==> src/rtl/wb_pkg.sv <==
// Shared constants and types for the write-back stage: RV32I opcodes,
// load funct3 encodings, FSM states and error codes.
package wb_pkg;

    localparam logic [6:0] OPC_LOAD   = 7'b0000011;
    localparam logic [6:0] OPC_JAL    = 7'b1101111;
    localparam logic [6:0] OPC_JALR   = 7'b1100111;
    localparam logic [6:0] OPC_LUI    = 7'b0110111;
    localparam logic [6:0] OPC_AUIPC  = 7'b0010111;
    localparam logic [6:0] OPC_OP     = 7'b0110011;
    localparam logic [6:0] OPC_OP_IMM = 7'b0010011;

    localparam logic [2:0] F3_LB  = 3'b000;
    localparam logic [2:0] F3_LH  = 3'b001;
    localparam logic [2:0] F3_LW  = 3'b010;
    localparam logic [2:0] F3_LBU = 3'b100;
    localparam logic [2:0] F3_LHU = 3'b101;

    typedef enum logic [1:0] {
        IDLE  = 2'd0,
        WRITE = 2'd1,
        DONE  = 2'd2
    } state_t;

    localparam logic [1:0] ERR_NONE     = 2'b00;
    localparam logic [1:0] ERR_MISALIGN = 2'b01;
    localparam logic [1:0] ERR_TIMEOUT  = 2'b10;

    function automatic logic load_f3_defined(input logic [2:0] f3);
        return (f3 == F3_LB) || (f3 == F3_LH) || (f3 == F3_LW) ||
               (f3 == F3_LBU) || (f3 == F3_LHU);
    endfunction

endpackage

==> src/rtl/wb_unit_load_extend.sv <==
// Combinational load-data extraction: picks the byte/half/word addressed by
// off out of an aligned memory word and sign- or zero-extends it.
module load_extend
    import wb_pkg::*;
(
    input  logic [31:0] mem_rdata,
    input  logic [2:0]  funct3,
    input  logic [1:0]  off,
    output logic [31:0] data,
    output logic        misaligned
);

    logic [7:0]  byte_lane [4];
    logic [7:0]  byte_sel;
    logic [15:0] half_sel;

    generate
        for (genvar gi = 0; gi < 4; gi++) begin : g_lane
            assign byte_lane[gi] = mem_rdata[8*gi +: 8];
        end
    endgenerate

    always_comb begin
        byte_sel   = byte_lane[off];
        half_sel   = off[1] ? mem_rdata[31:16] : mem_rdata[15:0];
        data       = '0;
        misaligned = 1'b0;
        case (funct3)
            F3_LB:  data = {{24{byte_sel[7]}}, byte_sel};
            F3_LBU: data = {24'h000000, byte_sel};
            F3_LH: begin
                data       = {{16{half_sel[15]}}, half_sel};
                misaligned = off[0];
            end
            F3_LHU: begin
                data       = {16'h0000, half_sel};
                misaligned = off[0];
            end
            F3_LW: begin
                data       = mem_rdata;
                misaligned = (off != 2'b00);
            end
            default: ;
        endcase
    end

endmodule

==> src/rtl/wb_unit.sv <==
// Write-back stage: latches the retiring instruction and its result, holds the
// register-file write until wb_comp (or a timeout), then pulses done.
module wb_unit
    import wb_pkg::*;
#(
    parameter int WAIT_MAX = 8
) (
    input  logic        clk,
    input  logic        rst,
    input  logic        start,
    input  logic [31:0] inst,
    input  logic [31:0] alu_result,
    input  logic [31:0] mem_rdata,
    input  logic [31:0] pc,
    input  logic        wb_comp,
    output logic [31:0] rf_inst,
    output logic [31:0] rf_wrdata,
    output logic        rf_wb,
    output logic        rf_regwr,
    output logic        busy,
    output logic        done,
    output logic        err,
    output logic [1:0]  err_code
);

    localparam int CW = (WAIT_MAX > 2) ? $clog2(WAIT_MAX) : 1;
    localparam logic [CW-1:0] CNT_LAST = CW'(WAIT_MAX - 1);

    state_t        state_reg, state_next;
    logic [CW-1:0] cnt_reg, cnt_next;
    logic [31:0]   inst_reg, inst_next;
    logic [31:0]   wrdata_reg, wrdata_next;
    logic [1:0]    err_code_reg, err_code_next;

    logic [31:0] ld_data;
    logic        ld_misaligned;
    logic        calc_write;
    logic [31:0] calc_data;
    logic [1:0]  calc_err;

    load_extend u_load_extend (
        .mem_rdata  (mem_rdata),
        .funct3     (inst[14:12]),
        .off        (alu_result[1:0]),
        .data       (ld_data),
        .misaligned (ld_misaligned)
    );

    // Decode is done on the incoming word; it is only consumed at the start
    // edge, so it equals decoding the value that gets latched.
    always_comb begin
        calc_write = 1'b0;
        calc_data  = '0;
        calc_err   = ERR_NONE;
        case (inst[6:0])
            OPC_LOAD: begin
                if (ld_misaligned) begin
                    calc_err = ERR_MISALIGN;
                end else if (load_f3_defined(inst[14:12])) begin
                    calc_write = 1'b1;
                    calc_data  = ld_data;
                end
            end
            OPC_JAL, OPC_JALR: begin
                calc_write = 1'b1;
                calc_data  = pc + 32'd4;
            end
            OPC_LUI: begin
                calc_write = 1'b1;
                calc_data  = {inst[31:12], 12'h000};
            end
            OPC_OP, OPC_OP_IMM, OPC_AUIPC: begin
                calc_write = 1'b1;
                calc_data  = alu_result;
            end
            default: ;
        endcase
    end

    always_comb begin
        state_next    = state_reg;
        cnt_next      = cnt_reg;
        inst_next     = inst_reg;
        wrdata_next   = wrdata_reg;
        err_code_next = err_code_reg;
        case (state_reg)
            IDLE: begin
                if (start) begin
                    inst_next     = inst;
                    wrdata_next   = calc_data;
                    err_code_next = calc_err;
                    cnt_next      = '0;
                    state_next    = calc_write ? WRITE : DONE;
                end
            end
            WRITE: begin
                if (wb_comp) begin
                    state_next = DONE;
                end else if (cnt_reg == CNT_LAST) begin
                    state_next    = DONE;
                    err_code_next = ERR_TIMEOUT;
                end else begin
                    cnt_next = cnt_reg + 1'b1;
                end
            end
            DONE:    state_next = IDLE;
            default: state_next = IDLE;
        endcase
    end

    always_ff @(posedge clk) begin
        if (rst) begin
            state_reg    <= IDLE;
            cnt_reg      <= '0;
            inst_reg     <= '0;
            wrdata_reg   <= '0;
            err_code_reg <= ERR_NONE;
        end else begin
            state_reg    <= state_next;
            cnt_reg      <= cnt_next;
            inst_reg     <= inst_next;
            wrdata_reg   <= wrdata_next;
            err_code_reg <= err_code_next;
        end
    end

    assign rf_inst   = inst_reg;
    assign rf_wrdata = wrdata_reg;
    assign rf_wb     = (state_reg == WRITE);
    assign rf_regwr  = (state_reg == WRITE);
    assign busy      = (state_reg != IDLE);
    assign done      = (state_reg == DONE);
    assign err_code  = err_code_reg;
    assign err       = (err_code_reg != ERR_NONE);

endmodule

==> config.mk <==
export PLATFORM = sky130hd
export DESIGN_NAME = wb_unit
export DESIGN_NICKNAME = d
export VERILOG_FILES = /design/src/rtl/wb_pkg.sv /design/src/rtl/wb_unit_load_extend.sv /design/src/rtl/wb_unit.sv
export SDC_FILE = /design/constraint.sdc
export NUM_CORES = 1
export LEC_CHECK = 0
export ABC_CLOCK_PERIOD_IN_PS = 2660
export BUFFER_PORTS_ARGS = -buffer_cell sky130_fd_sc_hd__buf_2
export CAP_MARGIN = 20
export CELL_PAD_IN_SITES_DETAIL_PLACEMENT = 2
export CELL_PAD_IN_SITES_GLOBAL_PLACEMENT = 2
export CORE_MARGIN = 8
export CORE_UTILIZATION = 26
export DETAILED_ROUTE_END_ITERATION = 10
export PLACE_DENSITY_LB_ADDON = 0.1
export SYNTH_ARGS = -nofsm -noshare
export SYNTH_HDL_FRONTEND = slang
export SYNTH_SLANG_ARGS = --single-unit
==> constraint.sdc <==
create_clock -name clk -period 2.66 [get_ports clk]
set_clock_uncertainty 0.05 [all_clocks]
set_input_delay 0.532 -clock clk [delete_from_list [all_inputs] [get_ports clk]]
set_output_delay 0.532 -clock clk [all_outputs]
set_load 0.01 [all_outputs]
==> metrics.md <==
| Metric | Value |
|---|---|
| Worst Setup Start Kind | `input port` |
| Via count | `5501` |
| Clock Root Buffer | `clkbuf_16` |
| Post-synth EDFFs | `0` |
| Crit Path Class | `input port to flop` |
| #FFs+latches synth | `71` |
| Reg2reg setup slack | `650 ps` |
| Util after Layout | `34.9%` |
| Post-Synthesis Net Count | `734` |
| First-pass GRT wire length | `35300 um` |
| Hold_buf cts | `0` |
| Post-DRT Antenna Nets | `0` |
| Final worst-path setup slack | `400 ps` |
| Hold Startpoint | `inst[8]` |
| Setup TNS | `0 ps` |
| HP Class | `input port to flop` |
| Min-Delay Endpoint | `rf_inst[8]$_SDFFE_PP0P_` |
| CTS tree | `done` |
| DRC viols | `0` |
| Die ar. | `23000 um^2` |
| Non-Filler Instances | `1021` |
| DP Cell Count | `1004` |
| Pwr Total | `3.00 mW` |
| Syn-to-layout area delta | `31.7%` |
| Peak supply drop | `0.326 mV` |
| CP endpoint kind | `flop` |
| Reg clk slew, reported paths | `60 ps` |
| Initial antenna violation count | `1` |
| I/O pin count | `203` |
| Commonest non-fill, non-tap cell in the layout | `buf_2` |
| RSZ-0062 raised after global routing | `false` |
| CP Max Fanout | `8` |
| Core region area | `18000 um^2` |
| Synth warn | `0` |
| Drt via density | `5.39` |
| Die height | `152 um` |
| Syn avg cell area | `7.98 um^2` |
| Hold Fails Final Rpt | `0` |
| Tcrit/Tclk final | `85.0%` |
| Leakage | `2.75 nW` |
| CTS sink count | `71` |
| Largest net degree at the start of global routing | `64` |
| Max cap viols | `0` |
| H-Tree Depth | `3` |
| Number of buffers created by CTS | `9` |
| DR iter-0 viols | `317` |
| Routed wire length per instance | `23.0 um` |
| Drt total wl | `23500 um` |
| Placer Congestion | `0.822` |
| Final min period | `2260 ps` |
| Cell count after synthesis | `599` |
| FFs w/ async S/R, synth | `0%` |
| Yosys cell types | `70` |
| Slew margin rel. | `46.0%` |
| Nets | `921` |
| Die Width | `152 um` |
| F_max | `442 MHz` |
| Gr usage total | `20.2%` |
| DR pass1 iterations | `4` |
| Worst hold path stage count | `3` |
| WP data required | `2830 ps` |
| Reg2reg start | `state_reg[0]$_SDFFE_PP0P_` |
| Total grt overflow | `0` |
| Register area | `1420 um^2` |
| Layout cells sized above 1 | `35.9%` |
| Starting Density | `26.5%` |
| Cells on worst reg2reg path | `6` |
| Pwr dens | `477 nW/um^2` |
| Max-slew violations | `0` |
| # resized after CTS | `0` |
| Mapped Area | `4780 um^2` |
| Sequential share of the synthesized area | `29.8%` |
| Worst EP arrival | `2430 ps` |
| Pin slew with the least headroom to its limit | `808 ps` |
| Post-CTS Setup Bufs | `0` |
| Vias in the first global route | `6201` |
| Outcome | `finished clean` |
| Post-place setup slack | `76.6 ps` |
| Hpwl dp | `18900 um` |
| Clk buf depth | `2` |
| Fillers | `2140` |
| Final setup viols | `0` |
| FF-to-FF End | `rf_wrdata[20]$_SDFFE_PP0P_` |
| Row count | `49` |
| Primary FF master, synth | `dfxtp_1` |
| Multi-input logic area | `3060 um^2` |
| Skew-Pair Late Insertion Delay | `340 ps` |
| Most frequent cells in the layout | `202 x buf_2, 125 x nand2_1, 71 x dfxtp_1` |
| IO buf count | `202` |
-- per-layer routing --
metal | share of wire [%] | GRT usage, %
met4 | 1.6 | 5.68
met5 | 0 | 0
met1 | 43 | 24.1
met3 | 6.1 | 5.35
met2 | 49 | 35.1
-- through the flow --
stage                     area, um^2  hold WS, ps
after floorplan                 4780          386
after global placement          5970          383
after detailed placement        5980          397
after CTS                       6290          365
after global routing            6290          368
final                           6290          380
-- synthesized netlist by cell type (all sizes together), types with 7 or more instances --
| cell | n | area [um^2] |
|---|---|---|
| nand4 | 8 | 65.1 |
| a221oi | 12 | 136 |
| o21ai | 45 | 225 |
| buf | 12 | 72.6 |
| o221ai | 7 | 61.3 |
| xnor2 | 8 | 70.1 |
| mux2i | 24 | 240 |
| xor2 | 9 | 78.8 |
| a22o | 9 | 80.1 |
| a21oi | 59 | 295 |
| a211oi | 10 | 80.1 |
| a222oi | 12 | 120 |
| dfxtp | 71 | 1420 |
| a22oi | 7 | 52.6 |
| nor2 | 23 | 86.3 |
| and3 | 8 | 52.6 |
| nor4 | 14 | 165 |
| o31a | 8 | 77.6 |
| clkbuf | 36 | 196 |
| a221o | 10 | 100 |
| nand2 | 125 | 469 |
| nand3 | 11 | 55.1 |
-- power by group --
group | leakage [nW] | internal [mW] | switching [mW]
registers | 0.577 | 1.09 | 0.0165
logic | 2.02 | 0.220 | 0.347
clock network | 0.151 | 0.815 | 0.511
-- worst max-delay path, stage by stage --
cell	delay, ps
buf_2	180
mux4_2	540
and3b_1	290
a211o_1	300
a221oi_1	460
o21ai_1	110
-- worst max path at each step --
stage                   from                          to  slack, ps
5_1_grt        alu_result[1]  rf_wrdata[13]$_SDFFE_PP0P_        330
6_report       alu_result[1]  rf_wrdata[13]$_SDFFE_PP0P_        400
3_5_place_dp   alu_result[1]  rf_wrdata[12]$_SDFFE_PP0P_         80
3_3_place_gp   alu_result[1]  rf_wrdata[12]$_SDFFE_PP0P_        150
2_1_floorplan  alu_result[1]  rf_wrdata[12]$_SDFFE_PP0P_        380
4_1_cts        alu_result[1]  rf_wrdata[12]$_SDFFE_PP0P_        450
-- layout make-up --
cell class                      instances  share of cell area, %
Multi-Input combinational cell        473                   48.7
Sequential cell                        71                   22.6
Timing Repair Buffer                  225                   18.8
Tap cell                              229                   4.55
Clock buffer                            9                   3.58
Clock inverter                          6                   1.37
Inverter                                6                  0.358
Antenna cell                            2                 0.0795
-- cells by family after synthesis --
logic type,synth area share [%]
adder cells (fa/ha/maj),0.786
multiplexers,6.44
flip-flops,29.8
AO/OA/AOI/OAI,29.1
XOR/XNOR,3.12
buffers and inverters,6.31
AND/OR/NAND/NOR,24.5
(Power assumes the default switching activity.)
